`src/rtl/pl_mem_pkg.sv`:
```
// Shared definitions for the pipeline memory stage: funct3 encodings, FSM states,
// the default bus timeout and the store-lane / alignment helpers.
package pl_mem_pkg;

  localparam logic [2:0] F3_B  = 3'b000;
  localparam logic [2:0] F3_H  = 3'b001;
  localparam logic [2:0] F3_W  = 3'b010;
  localparam logic [2:0] F3_BU = 3'b100;
  localparam logic [2:0] F3_HU = 3'b101;

  localparam int DEFAULT_TIMEOUT = 16;

  typedef enum logic [1:0] {
    IDLE = 2'd0,
    WAIT = 2'd1,
    DONE = 2'd2
  } mem_state_t;

  // Byte enables for a store; half-words are force-aligned through a[1].
  function automatic logic [3:0] store_be(input logic [2:0] f3, input logic [1:0] a);
    logic [3:0] be;
    case (f3)
      F3_B:    be = 4'b0001 << a;
      F3_H:    be = 4'b0011 << {a[1], 1'b0};
      F3_W:    be = 4'b1111;
      default: be = 4'b0000;
    endcase
    return be;
  endfunction

  function automatic logic [31:0] store_wdata(input logic [2:0] f3, input logic [31:0] wd);
    logic [31:0] data;
    case (f3)
      F3_B:    data = {4{wd[7:0]}};
      F3_H:    data = {2{wd[15:0]}};
      default: data = wd;
    endcase
    return data;
  endfunction

  function automatic logic is_misaligned(input logic [2:0] f3, input logic [1:0] a,
                                         input logic is_store);
    logic half_acc;
    half_acc = is_store ? (f3 == F3_H) : ((f3 == F3_H) || (f3 == F3_HU));
    return (half_acc && a[0]) || ((f3 == F3_W) && (a != 2'b00));
  endfunction

endpackage

```
`src/rtl/pl_mem_if.sv`:
```
// Data-memory bus between the memory stage (master) and the memory (slave).
interface pl_mem_if;

  logic        req;
  logic        we;
  logic [31:0] addr;
  logic [3:0]  be;
  logic [31:0] wdata;
  logic [31:0] rdata;
  logic        ack;

  modport master (output req, we, addr, be, wdata, input rdata, ack);
  modport slave  (input req, we, addr, be, wdata, output rdata, ack);

endinterface

```
`src/rtl/pl_load_align.sv`:
```
// Combinational load extraction: selects the addressed byte/half of the bus word
// and sign- or zero-extends it according to funct3.
module pl_load_align
  import pl_mem_pkg::*;
(
  input  logic [31:0] word_i,
  input  logic [1:0]  offset_i,
  input  logic [2:0]  funct3_i,
  output logic [31:0] result_o
);

  logic [7:0]  byte_sel;
  logic [15:0] half_sel;

  always_comb begin
    byte_sel = word_i[{offset_i, 3'b000} +: 8];
    half_sel = offset_i[1] ? word_i[31:16] : word_i[15:0];
    case (funct3_i)
      F3_B:    result_o = {{24{byte_sel[7]}}, byte_sel};
      F3_BU:   result_o = {24'h0, byte_sel};
      F3_H:    result_o = {{16{half_sel[15]}}, half_sel};
      F3_HU:   result_o = {16'h0, half_sel};
      F3_W:    result_o = word_i;
      default: result_o = '0;
    endcase
  end

endmodule

```
`src/rtl/pl_mem_stage.sv`:
```
// RISC-V M-stage access unit: issues loads/stores over a req/ack bus and stalls the
// pipeline while an access is outstanding. Define PL_MEM_MISALIGN_TRAP_EN to trap misaligned accesses.
module pl_mem_stage
  import pl_mem_pkg::*;
#(
  parameter int TIMEOUT_CYCLES = DEFAULT_TIMEOUT
) (
  input  logic        clk,
  input  logic        reset,
  input  logic [31:0] ALUResultM,
  input  logic [31:0] WriteDataM,
  input  logic [2:0]  funct3M,
  input  logic        MemReadM,
  input  logic        MemWriteM,
  output logic [31:0] ReadDataM,
  output logic        StallM,
  output logic        TimeoutM,
  output logic        MisalignM,
  pl_mem_if.master    dmem
);

  localparam logic [7:0] TIMEOUT_LAST = 8'(TIMEOUT_CYCLES - 1);

  mem_state_t  state_q, state_d;
  logic [7:0]  cnt_q, cnt_d;
  logic [1:0]  off_q, off_d;
  logic [2:0]  f3_q, f3_d;
  logic [31:0] rdata_q, rdata_d;
  logic        timeout_q, timeout_d;
  logic        req_q, req_d;
  logic        we_q, we_d;
  logic [31:0] addr_q, addr_d;
  logic [3:0]  be_q, be_d;
  logic [31:0] wdata_q, wdata_d;

  logic        access;
  logic        mis_trap;
  logic [31:0] load_data;

  assign access = MemReadM | MemWriteM;

`ifdef PL_MEM_MISALIGN_TRAP_EN
  logic misalign_q, misalign_d;
  assign mis_trap  = is_misaligned(funct3M, ALUResultM[1:0], MemWriteM);
  assign MisalignM = misalign_q;
`else
  assign mis_trap  = 1'b0;
  assign MisalignM = 1'b0;
`endif

  pl_load_align u_load_align (
    .word_i   (dmem.rdata),
    .offset_i (off_q),
    .funct3_i (f3_q),
    .result_o (load_data)
  );

  always_comb begin
    // NOTE: every _d defaults to its _q before the case, so no path can infer a latch.
    state_d   = state_q;
    cnt_d     = cnt_q;
    off_d     = off_q;
    f3_d      = f3_q;
    rdata_d   = rdata_q;
    timeout_d = timeout_q;
    req_d     = req_q;
    we_d      = we_q;
    addr_d    = addr_q;
    be_d      = be_q;
    wdata_d   = wdata_q;
`ifdef PL_MEM_MISALIGN_TRAP_EN
    misalign_d = misalign_q;
`endif

    case (state_q)
      IDLE: begin
        if (access) begin
          off_d = ALUResultM[1:0];
          f3_d  = funct3M;
          if (mis_trap) begin
            state_d = DONE;
            rdata_d = '0;
`ifdef PL_MEM_MISALIGN_TRAP_EN
            misalign_d = 1'b1;
`endif
          end else begin
            state_d = WAIT;
            cnt_d   = '0;
            req_d   = 1'b1;
            we_d    = MemWriteM;
            addr_d  = {ALUResultM[31:2], 2'b00};
            be_d    = MemWriteM ? store_be(funct3M, ALUResultM[1:0]) : 4'b1111;
            wdata_d = store_wdata(funct3M, WriteDataM);
          end
        end
      end

      WAIT: begin
        if (cnt_q != 8'hFF) cnt_d = cnt_q + 8'd1;
        // Ack is checked first so it wins over a timeout expiring in the same cycle.
        if (dmem.ack) begin
          if (!we_q) rdata_d = load_data;
          req_d   = 1'b0;
          we_d    = 1'b0;
          state_d = DONE;
        end else if (cnt_q >= TIMEOUT_LAST) begin
          rdata_d   = '0;
          timeout_d = 1'b1;
          req_d     = 1'b0;
          we_d      = 1'b0;
          state_d   = DONE;
        end
      end

      DONE: begin
        state_d   = IDLE;
        timeout_d = 1'b0;
`ifdef PL_MEM_MISALIGN_TRAP_EN
        misalign_d = 1'b0;
`endif
      end

      default: state_d = IDLE;
    endcase
  end

  always_ff @(posedge clk or posedge reset) begin
    if (reset) begin
      state_q   <= IDLE;
      cnt_q     <= '0;
      off_q     <= '0;
      f3_q      <= '0;
      rdata_q   <= '0;
      timeout_q <= 1'b0;
      req_q     <= 1'b0;
      we_q      <= 1'b0;
      addr_q    <= '0;
      be_q      <= '0;
      wdata_q   <= '0;
`ifdef PL_MEM_MISALIGN_TRAP_EN
      misalign_q <= 1'b0;
`endif
    end else begin
      // NOTE: non-blocking updates so every register samples the pre-edge values.
      state_q   <= state_d;
      cnt_q     <= cnt_d;
      off_q     <= off_d;
      f3_q      <= f3_d;
      rdata_q   <= rdata_d;
      timeout_q <= timeout_d;
      req_q     <= req_d;
      we_q      <= we_d;
      addr_q    <= addr_d;
      be_q      <= be_d;
      wdata_q   <= wdata_d;
`ifdef PL_MEM_MISALIGN_TRAP_EN
      misalign_q <= misalign_d;
`endif
    end
  end

  assign StallM     = access & (state_q != DONE);
  assign ReadDataM  = rdata_q;
  assign TimeoutM   = timeout_q;
  assign dmem.req   = req_q;
  assign dmem.we    = we_q;
  assign dmem.addr  = addr_q;
  assign dmem.be    = be_q;
  assign dmem.wdata = wdata_q;

endmodule
```
`src/flat_wrapper.sv`:
```
// flat-port wrapper written by rule: the top's interface ports become plain ports
module pl_mem_stage_flat import pl_mem_pkg::*;
#(
  parameter int TIMEOUT_CYCLES = DEFAULT_TIMEOUT
)
  (clk, reset, ALUResultM, WriteDataM, funct3M, MemReadM, MemWriteM, ReadDataM, StallM, TimeoutM, MisalignM, dmem_req, dmem_we, dmem_addr, dmem_be, dmem_wdata, dmem_rdata, dmem_ack);
  pl_mem_if dmem_i ();
  input  logic clk;
  input  logic reset;
  input  logic [31:0] ALUResultM;
  input  logic [31:0] WriteDataM;
  input  logic [2:0] funct3M;
  input  logic MemReadM;
  input  logic MemWriteM;
  output logic [31:0] ReadDataM;
  output logic StallM;
  output logic TimeoutM;
  output logic MisalignM;
  output wire logic [$bits(dmem_i.req)-1:0] dmem_req;
  output wire logic [$bits(dmem_i.we)-1:0] dmem_we;
  output wire logic [$bits(dmem_i.addr)-1:0] dmem_addr;
  output wire logic [$bits(dmem_i.be)-1:0] dmem_be;
  output wire logic [$bits(dmem_i.wdata)-1:0] dmem_wdata;
  input wire logic [$bits(dmem_i.rdata)-1:0] dmem_rdata;
  input wire logic [$bits(dmem_i.ack)-1:0] dmem_ack;
  assign dmem_req = dmem_i.req;
  assign dmem_we = dmem_i.we;
  assign dmem_addr = dmem_i.addr;
  assign dmem_be = dmem_i.be;
  assign dmem_wdata = dmem_i.wdata;
  assign dmem_i.rdata = dmem_rdata;
  assign dmem_i.ack = dmem_ack;
  pl_mem_stage #(.TIMEOUT_CYCLES(TIMEOUT_CYCLES)) u_core (.clk(clk), .reset(reset), .ALUResultM(ALUResultM), .WriteDataM(WriteDataM), .funct3M(funct3M), .MemReadM(MemReadM), .MemWriteM(MemWriteM), .ReadDataM(ReadDataM), .StallM(StallM), .TimeoutM(TimeoutM), .MisalignM(MisalignM), .dmem(dmem_i));
endmodule
```
`config.mk`:
```
export PLATFORM = sky130hd
export DESIGN_NAME = pl_mem_stage_flat
export DESIGN_NICKNAME = d
export VERILOG_FILES = /design/src/rtl/pl_mem_pkg.sv /design/src/rtl/pl_mem_if.sv /design/src/rtl/pl_load_align.sv /design/src/rtl/pl_mem_stage.sv /design/src/flat_wrapper.sv
export SDC_FILE = /design/constraint.sdc
export NUM_CORES = 1
export LEC_CHECK = 0
export BUFFER_PORTS_ARGS = -buffer_cell sky130_fd_sc_hd__buf_4
export CELL_PAD_IN_SITES_DETAIL_PLACEMENT = 0
export CELL_PAD_IN_SITES_GLOBAL_PLACEMENT = 1
export CORE_ASPECT_RATIO = 0.5
export CORE_MARGIN = 4
export CORE_UTILIZATION = 39
export CTS_CLUSTER_SIZE = 10
export DETAILED_ROUTE_END_ITERATION = 10
export GPL_ROUTABILITY_DRIVEN = 0
export PLACE_DENSITY_LB_ADDON = 0.1
export SYNTH_ARGS = -nofsm -noshare
export SYNTH_HDL_FRONTEND = slang
export SYNTH_SLANG_ARGS = --single-unit
```
`constraint.sdc`:
```
create_clock -name clk -period 5.1 [get_ports clk]
set_input_delay 0 -clock clk [delete_from_list [all_inputs] [get_ports clk]]
set_output_delay 0 -clock clk [all_outputs]
set_load 0.1 [all_outputs]
```
# After elaboration in Yosys (flattened, before gate mapping)
# Cells that the tools add are included.
[word_totals]
ff_bits = 116
wordCells = 70
input_bits = 104
out_inout_bits = 105
[classes]
mux = 24
reduce_logical = 12
shift = 3
n_eq_ne = 16
order_cmp = 1
bitwise = 2
addsub = 1
[op_table]
columns = ["cell", "count"]
rows = [
  ["one-hot mux 32 bit (5 select lines)", 1],
  ["two-way mux 32 bit", 3],
  ["one-hot mux 32 bit (2 select lines)", 1],
  ["variable part select 32 x 6 -> 8 bit", 1],
  ["two-way mux 16 bit", 1],
  ["two-way mux 8 bit", 2],
  ["one-hot mux 8 bit (2 select lines)", 1],
  ["one-hot mux 4 bit (3 select lines)", 1],
  ["AND reduction 3 bit", 4],
  ["adder 8 x 1 -> 8 bit, second input constant", 1],
  ["greater-or-equal comparator 8 x 4 -> 1 bit, second input constant", 1],
  ["!= test 8 bit, second input constant", 1],
  ["== test 3 x 1 -> 1 bit, second input constant", 2],
  ["== test 3 x 2 -> 1 bit, second input constant", 2],
  ["== test 3 bit, second input constant", 2],
  ["zero test 3 bit", 2],
  ["two-way mux 1 bit", 6],
  ["two-way mux 2 bit", 3],
  ["!= test 2 x 1 -> 1 bit, second input constant", 3],
  ["!= test 2 bit, second input constant", 3],
  ["one-hot mux 1 bit (2 select lines)", 3],
  ["nonzero test 2 bit", 3],
  ["two-way mux 4 bit", 1],
  ["one-hot mux 2 bit (2 select lines)", 1],
  ["other kinds (9)", 10],
]

# Depth between registers and ports, before layout
[depth]
depth_word = 4
ltp_mapped = 7
mapped_depth_nobuf = 5

# Modules after synthesis
# Synthesis repeated with hierarchy kept, for this count alone.
[hier_totals]
hier_cells = 600
hier_area_um2 = 5736.8
[modules_own_cells]
columns = ["mod", "cells_each", "area_each_um2", "seq_area_each_um2", "instances"]
rows = [
  ["pl_mem_stage", 491, 4924.7, 2902.8, 1],
  ["pl_load_align", 109, 812.0, 0.0, 1],
]

# Worst setup path after synthesis
# No wires, ideal clock.
[synth_timing]
path_kind = "reg-to-reg"
start = "register u_core.we_q, in the netlist u_core.dmem.we"
end = "register u_core.rdata_q[16], in the netlist u_core.ReadDataM[16]"
path_stages_with_launch = 6
slack_ps = 3008
setup_ps = 69
t_arrival_ps = 2023
period_less_slack_ps = 2092
cell_sequence = "dfrtp_1 -> nand4bb_1 -> a211oi_1 -> o21a_1 -> clkbuf_1 -> a221o_1"
[synth_between]
elab_chain_cells = 2
[synth_rtl]
columns = ["element", "line", "rtl"]
rows = [
  ["from (decl)", "pl_mem_stage.sv:31", "logic we_q, we_d;"],
  ["from (signal assigned)", "pl_mem_stage.sv:152", "we_q <= we_d;"],
  ["!= test 2 bit (no source line)", "n/a", ""],
  ["AND reduction 3 bit (no source line)", "n/a", ""],
  ["to (signal assigned)", "pl_mem_stage.sv:149", "rdata_q <= rdata_d;"],
  ["to (decl)", "pl_mem_stage.sv:28", "logic [31:0] rdata_q, rdata_d;"],
]
# No other way between the ends.
# A chain may end at the register's enable or synchronous reset.

# Final worst setup path
[layout_timing]
start = "register u_core.f3_q[1]"
end = "register u_core.rdata_q[17], in the netlist u_core.ReadDataM[17]"
[layout_between]
elab_chain_cells = 4
elab_cells_between_ends = 8
classes_between = "eq/ne: 4; mux: 3; reduce/logical: 1"
[layout_rtl]
columns = ["element", "line", "rtl"]
rows = [
  ["from (decl)", "pl_mem_stage.sv:27", "logic [2:0] f3_q, f3_d;"],
  ["from (signal assigned)", "pl_mem_stage.sv:132", "f3_q <= '0;"],
  ["from (signal assigned)", "pl_mem_stage.sv:148", "f3_q <= f3_d;"],
  ["== test 3 x 2 -> 1 bit (tied with other cells)", "pl_load_align.sv:18", "case (funct3_i)"],
  ["one-hot mux 32 bit (5 select lines) (*)", "pl_load_align.sv:18", ""],
  ["two-way mux 32 bit (*)", "pl_mem_stage.sv:102", "if (!we_q) rdata_d = load_data;"],
  ["two-way mux 32 bit (*)", "pl_mem_stage.sv:101", "if (dmem.ack) begin"],
]
# Mark *: on every way between the ends. The rest lies on a longest branch, timed or not. The select of a mux whose other input is x is not followed.

==> results by stage <==
Run status:
- The run finished with clean final reports.

Yosys:
- The count of flip-flops with a built-in enable after synthesis is 0.
- The cell area that synthesis handed to floorplanning was 5319 um2.
- The number of different library cells used by synthesis comes to 50.
- The top flip-flop cell by instance count after synthesis is sky130_fd_sc_hd__dfrtp_1.
- Sorting the synthesized cells by area gives the leading types as sky130_fd_sc_hd__dfrtp_1 55%, sky130_fd_sc_hd__nand2_1 13%, sky130_fd_sc_hd__o21ai_0 5.0%.
- The library cell with the largest summed area after synthesis is sky130_fd_sc_hd__dfrtp_1.
- The post-synthesis async set-or-reset flop share is 100.0%.
- The count of synthesis-stage warnings from yosys is 0.
- The mean area per synthesized cell is 9.601 um2.
- The post-synthesis sequential area ratio is between 50% and 60%.
- In this run, synthesis produced a sequential element count of about 120.
- The area share of the largest cell type after synthesis is ~55%.
- The synthesized instance count is 554.

Worst setup path:
- The worst setup path startpoint is u_core.f3_q[1].
- The critical path capture point type is a flip-flop.
- The critical path goes through nor3b_1 -> buf_4 -> nor2b_1 -> a221o_1.
- The startpoint class of the critical path is a flip-flop.
- The data arrival time of the worst path is between 2 and 3 ns.
- The largest incremental delay on the critical path is about 1.0 ns.
- The critical path class is reg -> reg.
- The cell at the slowest stage of the critical path is sky130_fd_sc_hd__nor2b_1.
- The required time of the critical path is around 5.5 ns.
- The highest net fanout along the worst path is 16.
- The worst flop-to-flop path startpoint is u_core.f3_q[1].

Clocking:
- The clock tree from TritonCTS is done.
- The number of buffers between clock root and the deepest sink is 2.
- The clock reaches the later pin of the worst-skew pair after between 0.4 and 0.5 ns.
- Clock-pin slew was measured on the worst setup and hold paths at about 0.060 ns.
- The clock net sink count is between 100 and 150.
- After clock tree synthesis, the repair step resized 0 gates.
- The library cell used as clock root buffer is sky130_fd_sc_hd__clkbuf_16.
- The number of setup buffers added after CTS is 0.
- For this design, the CTS-stage hold fixing added 96 buffers.
- Clock tree synthesis inserted a total of 17 buffers.
- The count of H-tree levels built during CTS is 4.

Layout:
- Fill cells in the final layout number a little over 1000.
- Compared with the post-synthesis result, the final layout area differs by 61.42%.
- The finished layout holds roughly 1000 standard cells, fillers aside.
- The library cell used most frequently in the layout, excluding fill and tap cells, is sky130_fd_sc_hd__buf_4.
- The post-route netlist has a little under a third of its cells at a drive strength greater than 1.
- After the last flow step, the layout net total stands at approximately 950.
- The final antenna diode count is 0.
- Leaving out fill and tap cells, the most frequent cells in the layout are 210 x sky130_fd_sc_hd__buf_4, 178 x sky130_fd_sc_hd__nand2_1, 116 x sky130_fd_sc_hd__dfrtp_1.

Timing:
- The portion of the clock cycle consumed by the worst path in the final layout is between 40 and 50%.
- The minimum clock period after layout is approximately 2.4 ns.
- The summed negative setup slack over all endpoints is 0 ns.
- The final hold slack is about 0.015 ns.
- On the final layout, the worst clock skew is 0.01040 ns.
- The final-report hold violation count is 0.
- The relative slew slack is 14.77%.
- Setup violations remaining at the end of the flow were counted as 0.
- The timing-limited maximum frequency is between 0.4 and 0.5 GHz.
- The number of max-slew violations in the final report is 0.
- Setup repair after global routing left no endpoint under its margin.
- The slew at the pin closest to its max-slew limit is between 1 and 1.5 ns.

Detailed routing:
- After detailed routing, the number of remaining DRC violations is 0.
- The per-cell routed wire length is between 15 and 20 um.
- The detailed-route wire length is 17330 um.
- The routed layout has around 5200 vias.
- The count of routing violations after the opening detailed-route iteration is 280.
- Using the TritonRoute via totals, the vias-per-cell ratio works out to just over 5.
- In this run the remaining antenna-violating nets after routing total 0.
- The number of iterations in the first detailed-routing pass is 7.

Floorplan:
- The effective utilization at floorplan is approximately 41%.
- The y dimension of the die is 90.58 um.
- The region available for standard cell placement spans between 10000 and 15000 um2.
- The floorplan row count is 29.
- between 200 and 250 I/O pins were placed.
- The horizontal die dimension is 173.2 um.
- The area of the die is approximately 16000 um2.

GRT:
- The global-route wire length before repair is around 28000 um.
- The number of antenna violations at the first check in global routing is 0.
- Global routing used 22.20% of the available tracks across all layers.
- For this run the aggregate overflow at the end of global routing stands at 0.
- Entering global routing, the biggest net connects 80 pins.
- The number of global-route vias before repair is between 5000 and 6000.

Min path:
- The launch instance of the worst min-delay path is dmem_rdata[12].
- The min-delay analysis places its worst path in the category in -> reg.

Place:
- Counting tap cells, the placed design contains a total of approximately 900 instances.
- The post-detailed-placement half-perimeter wirelength is between 10000 and 15000 um.
- The count of buffers inserted at the top-level ports is between 200 and 250.

Job:
- Max-cap violations in this run came to 0.
## stage by stage
step	instance area (um2)	utilization (%)	setup WS, ns
after global routing	8586	66.10	2.506
after floorplan	5326	-	2.028
after detailed placement	6982	53.75	2.744
after CTS	8586	66.10	2.750
after global placement	6982	53.75	2.784
final	8586	66.10	2.716
## cell usage after synthesis, drive strengths merged, types with 2 or more instances
| library cell | number |
|---|---|
| a211oi | 2 |
| a21o | 8 |
| a21oi | 19 |
| a221o | 16 |
| a222oi | 7 |
| a22oi | 8 |
| buf | 14 |
| clkbuf | 24 |
| dfrtp | 116 |
| inv | 5 |
| mux2 | 7 |
| mux2i | 26 |
| nand2 | 178 |
| nand2b | 4 |
| nand3 | 4 |
| nand3b | 2 |
| nor2 | 10 |
| nor2b | 6 |
| nor3 | 5 |
| nor3b | 4 |
| nor4 | 2 |
| o21a | 2 |
| o21ai | 54 |
| o22a | 2 |
| o311ai | 2 |
| o31ai | 3 |
| or2 | 3 |
| or3 | 4 |
| or4 | 3 |
## state kept, by name (all words and copies together) (netlist names)
signal             flops
u_core.dmem.req        1
u_core.ReadDataM      32
u_core.dmem.we         1
u_core.state_q         2
u_core.f3_q            3
u_core.TimeoutM        1
u_core.dmem.wdata     32
u_core.dmem.addr      30
u_core.dmem.be         4
u_core.off_q           2
u_core.cnt_q           8
## logic make-up (layout without fill, tap and decap cells)
| kind of cell | after synthesis | after routing | synth area share (%) |
|---|---|---|---|
| muxes | 34 | 34 | 6.798 |
| other | 1 | 3 | 0.07050 |
| adders and majority gates | 1 | 1 | 0.2352 |
| and+or+nand+nor | 231 | 231 | 18.73 |
| DFF | 116 | 116 | 54.58 |
| buffers and inverters | 43 | 343 | 3.576 |
| AOI/OAI and AO/OA | 128 | 128 | 16.02 |
## metal layers
layer	GRT usage, %	vias up	routed length, um
met5	0	-	0
met4	7.963	0	255
met3	8.281	20	1468
met2	35.37	189	7966
met1	27.90	2454	7640
li1	-	2509	-
## cell type report
type	count	area, um2	area share, %
clock buffer	20	466.7	5.436
clock inverter	12	176.4	2.055
inverter	5	21.27	0.2477
multi-input combinational	397	2268	26.42
sequential	116	2903	33.81
tap	170	212.7	2.477
timing repair buffer	306	2537	29.55
## critical path, delay by kind of cell (launching register included)
kind / cells / cell delay (ns)
AO/OA/AOI/OAI: 1 / 0.30
flip-flops: 1 / 0.54
AND/OR/NAND/NOR: 2 / 1.27
buffers and inverters: 1 / 0.21
## path summary, 6_finish.rpt
path / endpoint / slack, ns / depth (start not counted)
max in group asynchronous: u_core.dmem.addr[21] / 3.60 / 4
worst min register to register: u_core.dmem.addr[31] / 0.47 / 2
min in group asynchronous: u_core.dmem.addr[26] / 0.38 / 3
worst max register to register: u_core.ReadDataM[17] / 2.72 / 4
worst min-delay path: u_core.ReadDataM[12] / 0.02 / 4
worst max-delay path: u_core.ReadDataM[17] / 2.72 / 4
Power is left out: the tool's default activity adds up to more than one toggle a clock period on the data nets, which glitch-free logic cannot reach.
